**src/rtl/blinker_mode_ctrl.sv**
```systemverilog
// Pushbutton front end for the LED blinker: short press steps the blink-rate mode, long press toggles enable.
// Define BLINKER_MODE_DOWN_BTN_EN to add a second button (btn_dn_raw) whose short press steps the mode down.

module blinker_btn_debounce #(
    parameter int DEBOUNCE_CYCLES = 500
) (
    input  logic clk,
    input  logic reset_n,
    input  logic btn_raw,
    output logic btn_db
);
    localparam int DB_W = $clog2(DEBOUNCE_CYCLES);
    localparam logic [DB_W-1:0] DB_LAST = DB_W'(DEBOUNCE_CYCLES - 1);

    logic            btn_s1;
    logic            btn_sync;
    logic [DB_W-1:0] db_cnt;

    always_ff @(posedge clk or negedge reset_n) begin
        if (!reset_n) begin
            btn_s1   <= 1'b0;
            btn_sync <= 1'b0;
        end else begin
            btn_s1   <= btn_raw;
            btn_sync <= btn_s1;
        end
    end

    // btn_db only follows btn_sync after DEBOUNCE_CYCLES consecutive disagreeing cycles
    always_ff @(posedge clk or negedge reset_n) begin
        if (!reset_n) begin
            btn_db <= 1'b0;
            db_cnt <= '0;
        end else if (btn_sync == btn_db) begin
            db_cnt <= '0;
        end else if (db_cnt == DB_LAST) begin
            btn_db <= btn_sync;
            db_cnt <= '0;
        end else begin
            db_cnt <= db_cnt + 1'b1;
        end
    end
endmodule

module blinker_mode_ctrl #(
    parameter int DEBOUNCE_CYCLES   = 500,
    parameter int LONG_PRESS_CYCLES = 25000,
    parameter int ENABLE_RST        = 1
) (
    input  logic       clk,
    input  logic       reset_n,
    input  logic       btn_raw,
`ifdef BLINKER_MODE_DOWN_BTN_EN
    input  logic       btn_dn_raw,
`endif
    output logic       enable,
    output logic       sel0,
    output logic       sel1,
    output logic [1:0] mode,
    output logic       mode_changed
);
    localparam int HOLD_W = $clog2(LONG_PRESS_CYCLES);
    localparam logic [HOLD_W-1:0] HOLD_LAST = HOLD_W'(LONG_PRESS_CYCLES - 1);
    localparam logic ENABLE_INIT = (ENABLE_RST != 0);

    typedef enum logic [1:0] {
        S_UP,
        S_DOWN,
        S_LONG
    } press_state_t;

    press_state_t      state;
    logic [HOLD_W-1:0] hold_cnt;
    logic              btn_db;
    logic              up_short;
    logic              dn_short;

    blinker_btn_debounce #(
        .DEBOUNCE_CYCLES(DEBOUNCE_CYCLES)
    ) u_up_db (
        .clk    (clk),
        .reset_n(reset_n),
        .btn_raw(btn_raw),
        .btn_db (btn_db)
    );

    // A release seen in S_DOWN is a short press, even on the threshold cycle
    assign up_short = (state == S_DOWN) && !btn_db;

    always_ff @(posedge clk or negedge reset_n) begin
        if (!reset_n) begin
            state    <= S_UP;
            hold_cnt <= '0;
            enable   <= ENABLE_INIT;
        end else begin
            case (state)
                S_UP: begin
                    if (btn_db) begin
                        state    <= S_DOWN;
                        hold_cnt <= '0;
                    end
                end
                S_DOWN: begin
                    if (hold_cnt != '1) begin
                        hold_cnt <= hold_cnt + 1'b1;
                    end
                    if (!btn_db) begin
                        state <= S_UP;
                    end else if (hold_cnt == HOLD_LAST) begin
                        enable <= ~enable;
                        state  <= S_LONG;
                    end
                end
                S_LONG: begin
                    if (!btn_db) begin
                        state <= S_UP;
                    end
                end
                default: state <= S_UP;
            endcase
        end
    end

`ifdef BLINKER_MODE_DOWN_BTN_EN
    press_state_t      dn_state;
    logic [HOLD_W-1:0] dn_hold_cnt;
    logic              dn_btn_db;

    blinker_btn_debounce #(
        .DEBOUNCE_CYCLES(DEBOUNCE_CYCLES)
    ) u_dn_db (
        .clk    (clk),
        .reset_n(reset_n),
        .btn_raw(btn_dn_raw),
        .btn_db (dn_btn_db)
    );

    assign dn_short = (dn_state == S_DOWN) && !dn_btn_db;

    // Long presses on the down button are tracked only so their release is not taken as a short press
    always_ff @(posedge clk or negedge reset_n) begin
        if (!reset_n) begin
            dn_state    <= S_UP;
            dn_hold_cnt <= '0;
        end else begin
            case (dn_state)
                S_UP: begin
                    if (dn_btn_db) begin
                        dn_state    <= S_DOWN;
                        dn_hold_cnt <= '0;
                    end
                end
                S_DOWN: begin
                    if (dn_hold_cnt != '1) begin
                        dn_hold_cnt <= dn_hold_cnt + 1'b1;
                    end
                    if (!dn_btn_db) begin
                        dn_state <= S_UP;
                    end else if (dn_hold_cnt == HOLD_LAST) begin
                        dn_state <= S_LONG;
                    end
                end
                S_LONG: begin
                    if (!dn_btn_db) begin
                        dn_state <= S_UP;
                    end
                end
                default: dn_state <= S_UP;
            endcase
        end
    end
`else
    assign dn_short = 1'b0;
`endif

    // Simultaneous up and down short presses cancel out
    always_ff @(posedge clk or negedge reset_n) begin
        if (!reset_n) begin
            mode         <= 2'd0;
            mode_changed <= 1'b0;
        end else begin
            mode_changed <= 1'b0;
            if (up_short && !dn_short) begin
                mode         <= mode + 2'd1;
                mode_changed <= 1'b1;
            end else if (dn_short && !up_short) begin
                mode         <= mode - 2'd1;
                mode_changed <= 1'b1;
            end
        end
    end

    assign sel0 = mode[1];
    assign sel1 = mode[0];
endmodule

```
**config.mk**
```make
export PLATFORM = sky130hd
export DESIGN_NAME = blinker_mode_ctrl
export DESIGN_NICKNAME = d
export VERILOG_FILES = /design/src/rtl/blinker_mode_ctrl.sv
export SDC_FILE = /design/constraint.sdc
export NUM_CORES = 1
export LEC_CHECK = 0
export BUFFER_PORTS_ARGS = -buffer_cell sky130_fd_sc_hd__buf_2
export CAP_MARGIN = 20
export CORE_ASPECT_RATIO = 1.25
export CORE_MARGIN = 10
export CORE_UTILIZATION = 55
export CTS_CLUSTER_DIAMETER = 150
export CTS_CLUSTER_SIZE = 12
export DETAILED_ROUTE_END_ITERATION = 8
export HOLD_SLACK_MARGIN = 0.02
export PLACE_DENSITY = 0.73
export SLEW_MARGIN = 10
export SYNTH_ARGS = -nofsm -noshare
export SYNTH_HDL_FRONTEND = slang
export SYNTH_SLANG_ARGS = --single-unit
```
**constraint.sdc**
```tcl
create_clock -name clk -period 2.6 [get_ports clk]
set_input_delay 0.65 -clock clk [delete_from_list [all_inputs] [get_ports clk]]
set_output_delay 0.65 -clock clk [all_outputs]
set_load 0.1 [all_outputs]
```
==> results of run 1 <==
-- metal layers --
layer | global-route usage, % | routed length [um]
met1 | 14.3 | 1250
met2 | 21.5 | 1570
met3 | 4.35 | 132
met4 | 6.85 | 70
met5 | 0 | 0
-- Yosys cell counts --
master and count:
dfrtp_1 32, nor2_1 26, o21ai_0 20, nand2_1 11
a21oi_1 9, inv_1 8, nand4_1 8, xnor2_1 8
nand3_1 7, a31oi_1 6, buf_4 3, clkbuf_1 3
or3_1 3, xor2_1 3, ha_1 2, nand2b_1 2
nor3_1 2, a22o_1 1, and2_1 1, and3_1 1
and4_1 1, and4bb_4 1, dfstp_2 1, mux2_2 1
nand3_2 1, nor2b_1 1, nor3_2 1, nor4_1 1
nor4b_1 1, o22a_1 1, or4b_4 1
-- registers in the layout, indices dropped and copies added (netlist names) --
register / count
u_up_db.btn_db: 1
mode_changed: 1
u_up_db.btn_sync: 1
mode: 2
hold_cnt: 15
enable: 1
state: 2
u_up_db.db_cnt: 9
u_up_db.btn_s1: 1
-- power groups by stage --
stage / Clock [mW] / Combinational (mW) / Sequential (mW)
after floorplan: 0 / 0.00848 / 0.532
after global placement: 0 / 0.0202 / 0.533
after detailed placement: 0 / 0.0214 / 0.533
after CTS: 0.289 / 0.0214 / 0.523
after global routing: 0.315 / 0.0241 / 0.524
final: 0.278 / 0.0202 / 0.523
-- worst register-to-register path, delay by kind of cell, from the launching register on --
family | cells | cell delay [ps]
and+or+nand+nor | 4 | 980
DFF | 1 | 410
adders and majority gates | 1 | 260
xor gates and xnor gates | 1 | 160
-- cell type report --
cell class,count,area share (%)
flip-flops and latches,33,48.9
clock buffers,5,2.22
well taps,34,2.51
multi-input cells,120,40.8
clock inverters,3,1.03
repair buffers,9,2.81
inverters,8,1.77
-- path summary, 6_finish.rpt --
| kind | endpoint | start | cells after the start |
|---|---|---|---|
| hold / removal | u_up_db.btn_sync | reset_n | 1 |
| setup / recovery | enable | enable | 1 |
| setup reg to reg | enable | hold_cnt[0] | 6 |
| hold reg to reg | u_up_db.btn_sync | u_up_db.btn_s1 | 0 |
| max in group asynchronous | u_up_db.db_cnt[4] | reset_n | 1 |
| min in group clk | u_up_db.btn_sync | u_up_db.btn_s1 | 0 |
-- per-stage QoR --
stage | power, mW | worst slack, ps | hold WS, ps
6_report | 0.821 | 623 | 348
5_1_grt | 0.863 | 544 | 380
4_1_cts | 0.834 | 606 | 365
3_5_place_dp | 0.555 | 745 | 354
3_3_place_gp | 0.553 | 858 | 337
2_1_floorplan | 0.541 | 581 | 331
-- kinds of logic after synthesis --
logic type / count (synthesis)
simple gates: 69
compound gates: 37
flops: 33
buf+inv: 14
xor+xnor: 11
fa+ha+maj: 2
mux: 1
==> impl_metrics.yaml, run 1 <==
drt:
  wl_mm: 3.02
  vias: 1243
  drt_iter0_drc: 50
  ant_nets: 0
  wl_per_cell_um: 14.3
  drc: 0
  routed_via_density: 5.86
  firstDrtPassIters: 4
placement:
  dp_cells: 204
  globalplace.congestion: 0.865
  placed_area_um2: 1640
  port-buffer-count: 8
  dp_hpwl_mm: 2.18
layout:
  seqCellArea_um2: 827
  fin_cells: 212
  area_growth_pct: 7.04
  fill_cells: 248
  stdcell_area_um2: 1690
  antenna_cells: 0
  postLayoutCoreUtil_pct: 62.0
  final_nets: 182
  layout_common_cells: "32 x dfrtp_1, 26 x nor2_1, 20 x o21ai_0"
  multiInputGateArea_um2: 691
  drive_gt1_share_pct: 12.9
  final_common_cell: "dfrtp_1"
timing:
  fin_crit_sh_pct: 76.0
  rsz0062_at_grt: "false"
  setup_tns_ps: 0
  worstMarginPinSlew_ps: 714
  finalHoldViolCount: 0
  fin_crit_ps: 1980
  max_freq_ghz: 0.506
  slew_viol_final: 0
  maxSlewHeadroom_pct: 52.4
  setup_viol: 0
  finalClockSkew_ps: 11.3
synthesis:
  yosys.area_share.simple_pct: 22.6
  synthXorXnorAreaFrac_pct: 6.09
  yosysWarnings: 0
  netlist_area_um2: 1580
  synth_fp_nets: 172
  synth_mux_area_share_pct: 0.712
  synth_compound_area_share_pct: 12.7
  yosysUniqueCellTypes: 31
  synth_cells: 167
  yosysSeqAreaShare_pct: 52.3
  synth.avg_cell_area_um2: 9.47
  synth.top_cell.area_share_pct: 50.6
  synth_top_cell_by_area: "dfrtp_1"
  synth-seq-cells: 33
  synth_top_family_by_area: "simple AND/OR/NAND/NOR gates"
  synth_area_leaders: "dfrtp_1 51%, o21ai_0 6.3%, nor2_1 6.2%"
  synth-adder-area-share_pct: 1.58
worst_hold_path:
  worstHoldPathType: "primary input to async pin"
flow_run:
  maxCapViolations: 0
die:
  fp.dieH_um: 80.0
  start_util_pct: 57.9
  core.rowCount: 21
  fp.coreArea_um2: 2730
  io-pin-count: 9
  die-width_um: 68.0
  die-area_um2: 5430
critical_path:
  path_cells: "buf_2"
  worstPathRequired_ps: 1950
  cp_slowest_stage_delay_ps: 560
  setup.worst_path.end_class: "primary output"
  slowest_stage: "dfstp_2"
  cp_data_arrival_time_ps: 1330
  path_buf_inv: 1
  crit_type: "flop to primary output"
  reg2reg_slack_ps: 730
  critPathMaxFanout: 2
  cp-start-kind: "flop"
  crit_family: "flip-flops"
clocking:
  ctsResizeCount: 0
  clock_sinks: 33
  htreeDepth: 2
  cts_setup_buffers: 0
  cts-root-buf: "clkbuf_4"
  cts_buffer_depth: 2
  postCtsHoldBufs: 0
  cts.clk_slew.worst_paths_ps: 110
  cts_tree: "yes"
  cts_made_buffers: 5
  clk_latency_ps: 340
power:
  p_leak_nw: 0.726
  swShare_pct: 23.9
  internal_power_mw: 0.625
  powerDensity_nw_per_um2: 485
  peakVddDrop_mv: 0.406
  combPwrFrac_pct: 2.5
  seq_power_share_pct: 63.7
  clockPowerShare_pct: 33.9
  switching_power_mw: 0.196
global_routing:
  grt_usage_pct: 13.0
  grt_start_max_net_pins: 34
  antenna_found_initial: 0
  grt_pass1_vias: 1307
  grt_pass1_wl_mm: 5.53
  overflow: 0
status:
  status: "completed"
(Power assumes the default switching activity.)
==> run 2: changes to the inputs <==
ABC_AREA = 1   (was unset)
CORE_UTILIZATION = 54   (was 55)
PLACE_DENSITY = 0.74   (was 0.73)
clock period = 1.7 ns   (was 2.6 ns; I/O delays follow)
==> run 2 against run 1 <==
Effect of this change: non-clock buffer count up 1; via count up 19%; sequential share of layout area down 7.0 points; worst hold slack worse by 290 ps; routed wire length up 20%; synthesized area up 13%; critical path type is now flop to flop; critical endpoint is now hold_cnt[7].
==> impl_metrics.yaml, run 2 <==
timing:
  max_freq_ghz: 0.631
  fin_crit_ps: 1580
  finalClockSkew_ps: 4.59
  setup_viol: 0
  slew_viol_final: 0
  worstMarginPinSlew_ps: 488
  finalHoldViolCount: 0
  rsz0062_at_grt: "false"
  setup_tns_ps: 0
  fin_crit_sh_pct: 93.2
  whs_ps: 55.6
  final.setup.worst_slack_ps: 116
  maxSlewHeadroom_pct: 67.7
global_routing:
  grt_pass1_vias: 1472
  grt_start_max_net_pins: 20
  grt_usage_pct: 12.9
  grt_pass1_wl_mm: 6.37
  overflow: 0
  antenna_found_initial: 0
synthesis:
  synth_fp_nets: 228
  synth_top_family_by_area: "simple AND/OR/NAND/NOR gates"
  ys_top_cells_by_count: "50 x nand2_1, 32 x dfrtp_1, 28 x inv_1, 26 x nand3_1, 23 x nor2_1"
  synth.top_cell.area_share_pct: 44.7
  synth.avg_cell_area_um2: 8.04
  synth_top_cell_by_area: "dfrtp_1"
  synth_mux_area_share_pct: 0
  synth_area_leaders: "dfrtp_1 45%, nand2_1 10%, nand3_1 7.3%"
  yosysMostFrequentCell: "nand2_1"
  synth-adder-area-share_pct: 1.40
  ys.flop_type: "dfrtp_1"
  yosys.area_share.simple_pct: 34.2
  synthXorXnorAreaFrac_pct: 3.42
  synth_compound_area_share_pct: 7.12
  synth-edff-count: 0
  synth_cells: 223
  yosysWarnings: 0
  yosysSeqAreaShare_pct: 46.1
  netlist_area_um2: 1790
  synth-seq-cells: 33
  yosysUniqueCellTypes: 27
  async_flop_share_pct: 100
critical_path:
  cp_data_arrival_time_ps: 1760
  critPathMaxFanout: 12
  crit_top_cell: "nand2_4"
  crit_type: "flop to flop"
  cp-start-kind: "flop"
  path_cells: "ha_1, nand3_4, nor2_4, nand2_2, nand2_4, nand2_4, nand2_1, o21ai_2"
  setup.worst_path.end_class: "flop"
  worstPathRequired_ps: 1880
  cp_slowest_stage_delay_ps: 430
  slowest_stage: "dfrtp_1"
status:
  status: "completed"
worst_hold_path:
  worstHoldPathType: "primary input to async pin"
clocking:
  cts.clk_slew.worst_paths_ps: 70
  postCtsHoldBufs: 0
  cts_tree: "yes"
  cts_buffer_depth: 2
  ctsResizeCount: 0
  clock_sinks: 33
  cts_setup_buffers: 0
  cts-root-buf: "clkbuf_8"
  cts_made_buffers: 5
  htreeDepth: 2
  clk_latency_ps: 280
placement:
  globalplace.congestion: 0.918
  port-buffer-count: 8
  placed_area_um2: 1900
  place_ws_ps: 135
  dp_cells: 267
  dp_hpwl_mm: 2.71
die:
  start_util_pct: 56.1
  fp.coreArea_um2: 3190
  die-width_um: 71.5
  io-pin-count: 9
  core.rowCount: 23
  die-area_um2: 6040
  fp.dieH_um: 84.4
flow_run:
  maxCapViolations: 0
power:
  combPwrFrac_pct: 2.7
  powerDensity_nw_per_um2: 704
  clockPowerShare_pct: 40.0
  switching_power_mw: 0.305
  peakVddDrop_mv: 0.500
  p_leak_nw: 0.966
  internal_power_mw: 1.09
  swShare_pct: 21.9
  seq_power_share_pct: 57.3
drt:
  drt_iter0_drc: 76
  vias: 1481
  drc: 0
  firstDrtPassIters: 4
  ant_nets: 0
  wl_mm: 3.61
  wl_per_cell_um: 13.1
  routed_via_density: 5.39
layout:
  top_register: "hold_cnt"
  stdcell_area_um2: 1980
  largest_register_ffs: 15
  final_common_cell: "nand2_1"
  largestRegisters: "hold_cnt (15), u_up_db.db_cnt (9)"
  fin_cells: 275
  seqCellArea_um2: 830
  drive_gt1_share_pct: 18.1
  layout_common_cells: "50 x nand2_1, 30 x dfrtp_1, 28 x inv_1"
  final_nets: 242
  multiInputGateArea_um2: 827
  antenna_cells: 0
  fill_cells: 296
  area_growth_pct: 10.5
run 2: cell types whose count changed after synthesis, sizes merged, moves of 4 or more:
cell,delta
a21oi,-4
a31oi,-5
inv,+22
nand2,+48
nand3,+19
nor3,+4
o21ai,-9
xnor2,-5
run 2: power by group through the flow:
stage                     Clock (mW)  Combinational [mW]  Sequential [mW]
after floorplan                    0              0.0122            0.812
after global placement             0              0.0380            0.813
after detailed placement           0              0.0392            0.813
after CTS                      0.583              0.0393            0.798
after global routing           0.614              0.0433            0.798
final                          0.558              0.0376            0.798
run 2: area by class of cell:
| class | count | area share (%) |
|---|---|---|
| flip-flops and latches | 33 | 41.9 |
| clock buffers | 6 | 3.66 |
| clock inverters | 2 | 0.505 |
| well taps | 37 | 2.34 |
| inverters | 30 | 5.69 |
| multi-input cells | 157 | 41.8 |
| repair buffers | 10 | 4.17 |
run 2: per-stage QoR:
stage / util [%] / total power [mW]
finish: 62.0 / 1.39
CTS: 62.0 / 1.42
floorplan: - / 0.824
global route: 62.0 / 1.46
detailed placement: 59.4 / 0.852
global placement: 59.4 / 0.851
run 2: cell families (layout without fill, tap and decap cells):
family,after synthesis,in the layout
AND/OR/NAND/NOR,129,129
XOR/XNOR,7,7
buffers and inverters,33,48
flip-flops,33,33
adder cells (fa/ha/maj),2,2
AO/OA/AOI/OAI,19,19
run 2: metal layers:
layer	GRT usage (%)	share of wire, %	vias up
met4	7.58	3.8	0
met1	13.5	40	689
met2	21.5	50	36
met3	4.71	5.7	13
met5	0	0	-
li1	-	-	743
run 2: path summary, 6_finish.rpt:
path | start | to | slack, ps | cells after the start
max | hold_cnt[0] | hold_cnt[7] | 120 | 8
min | reset_n | u_up_db.btn_db | 60 | 1
max reg2reg | hold_cnt[0] | hold_cnt[7] | 120 | 8
min reg2reg | u_up_db.btn_s1 | u_up_db.btn_sync | 380 | 0
max in group asynchronous | reset_n | hold_cnt[6] | 1220 | 2
min in group clk | btn_raw | u_up_db.btn_s1 | 240 | 1
run 2: worst max-delay path, delay by kind of cell (launching register included):
| kind | cells | cell delay (ps) |
|---|---|---|
| AOI/OAI and AO/OA | 1 | 50 |
| DFF | 1 | 430 |
| and+or+nand+nor | 6 | 730 |
| adders and majority gates | 1 | 260 |
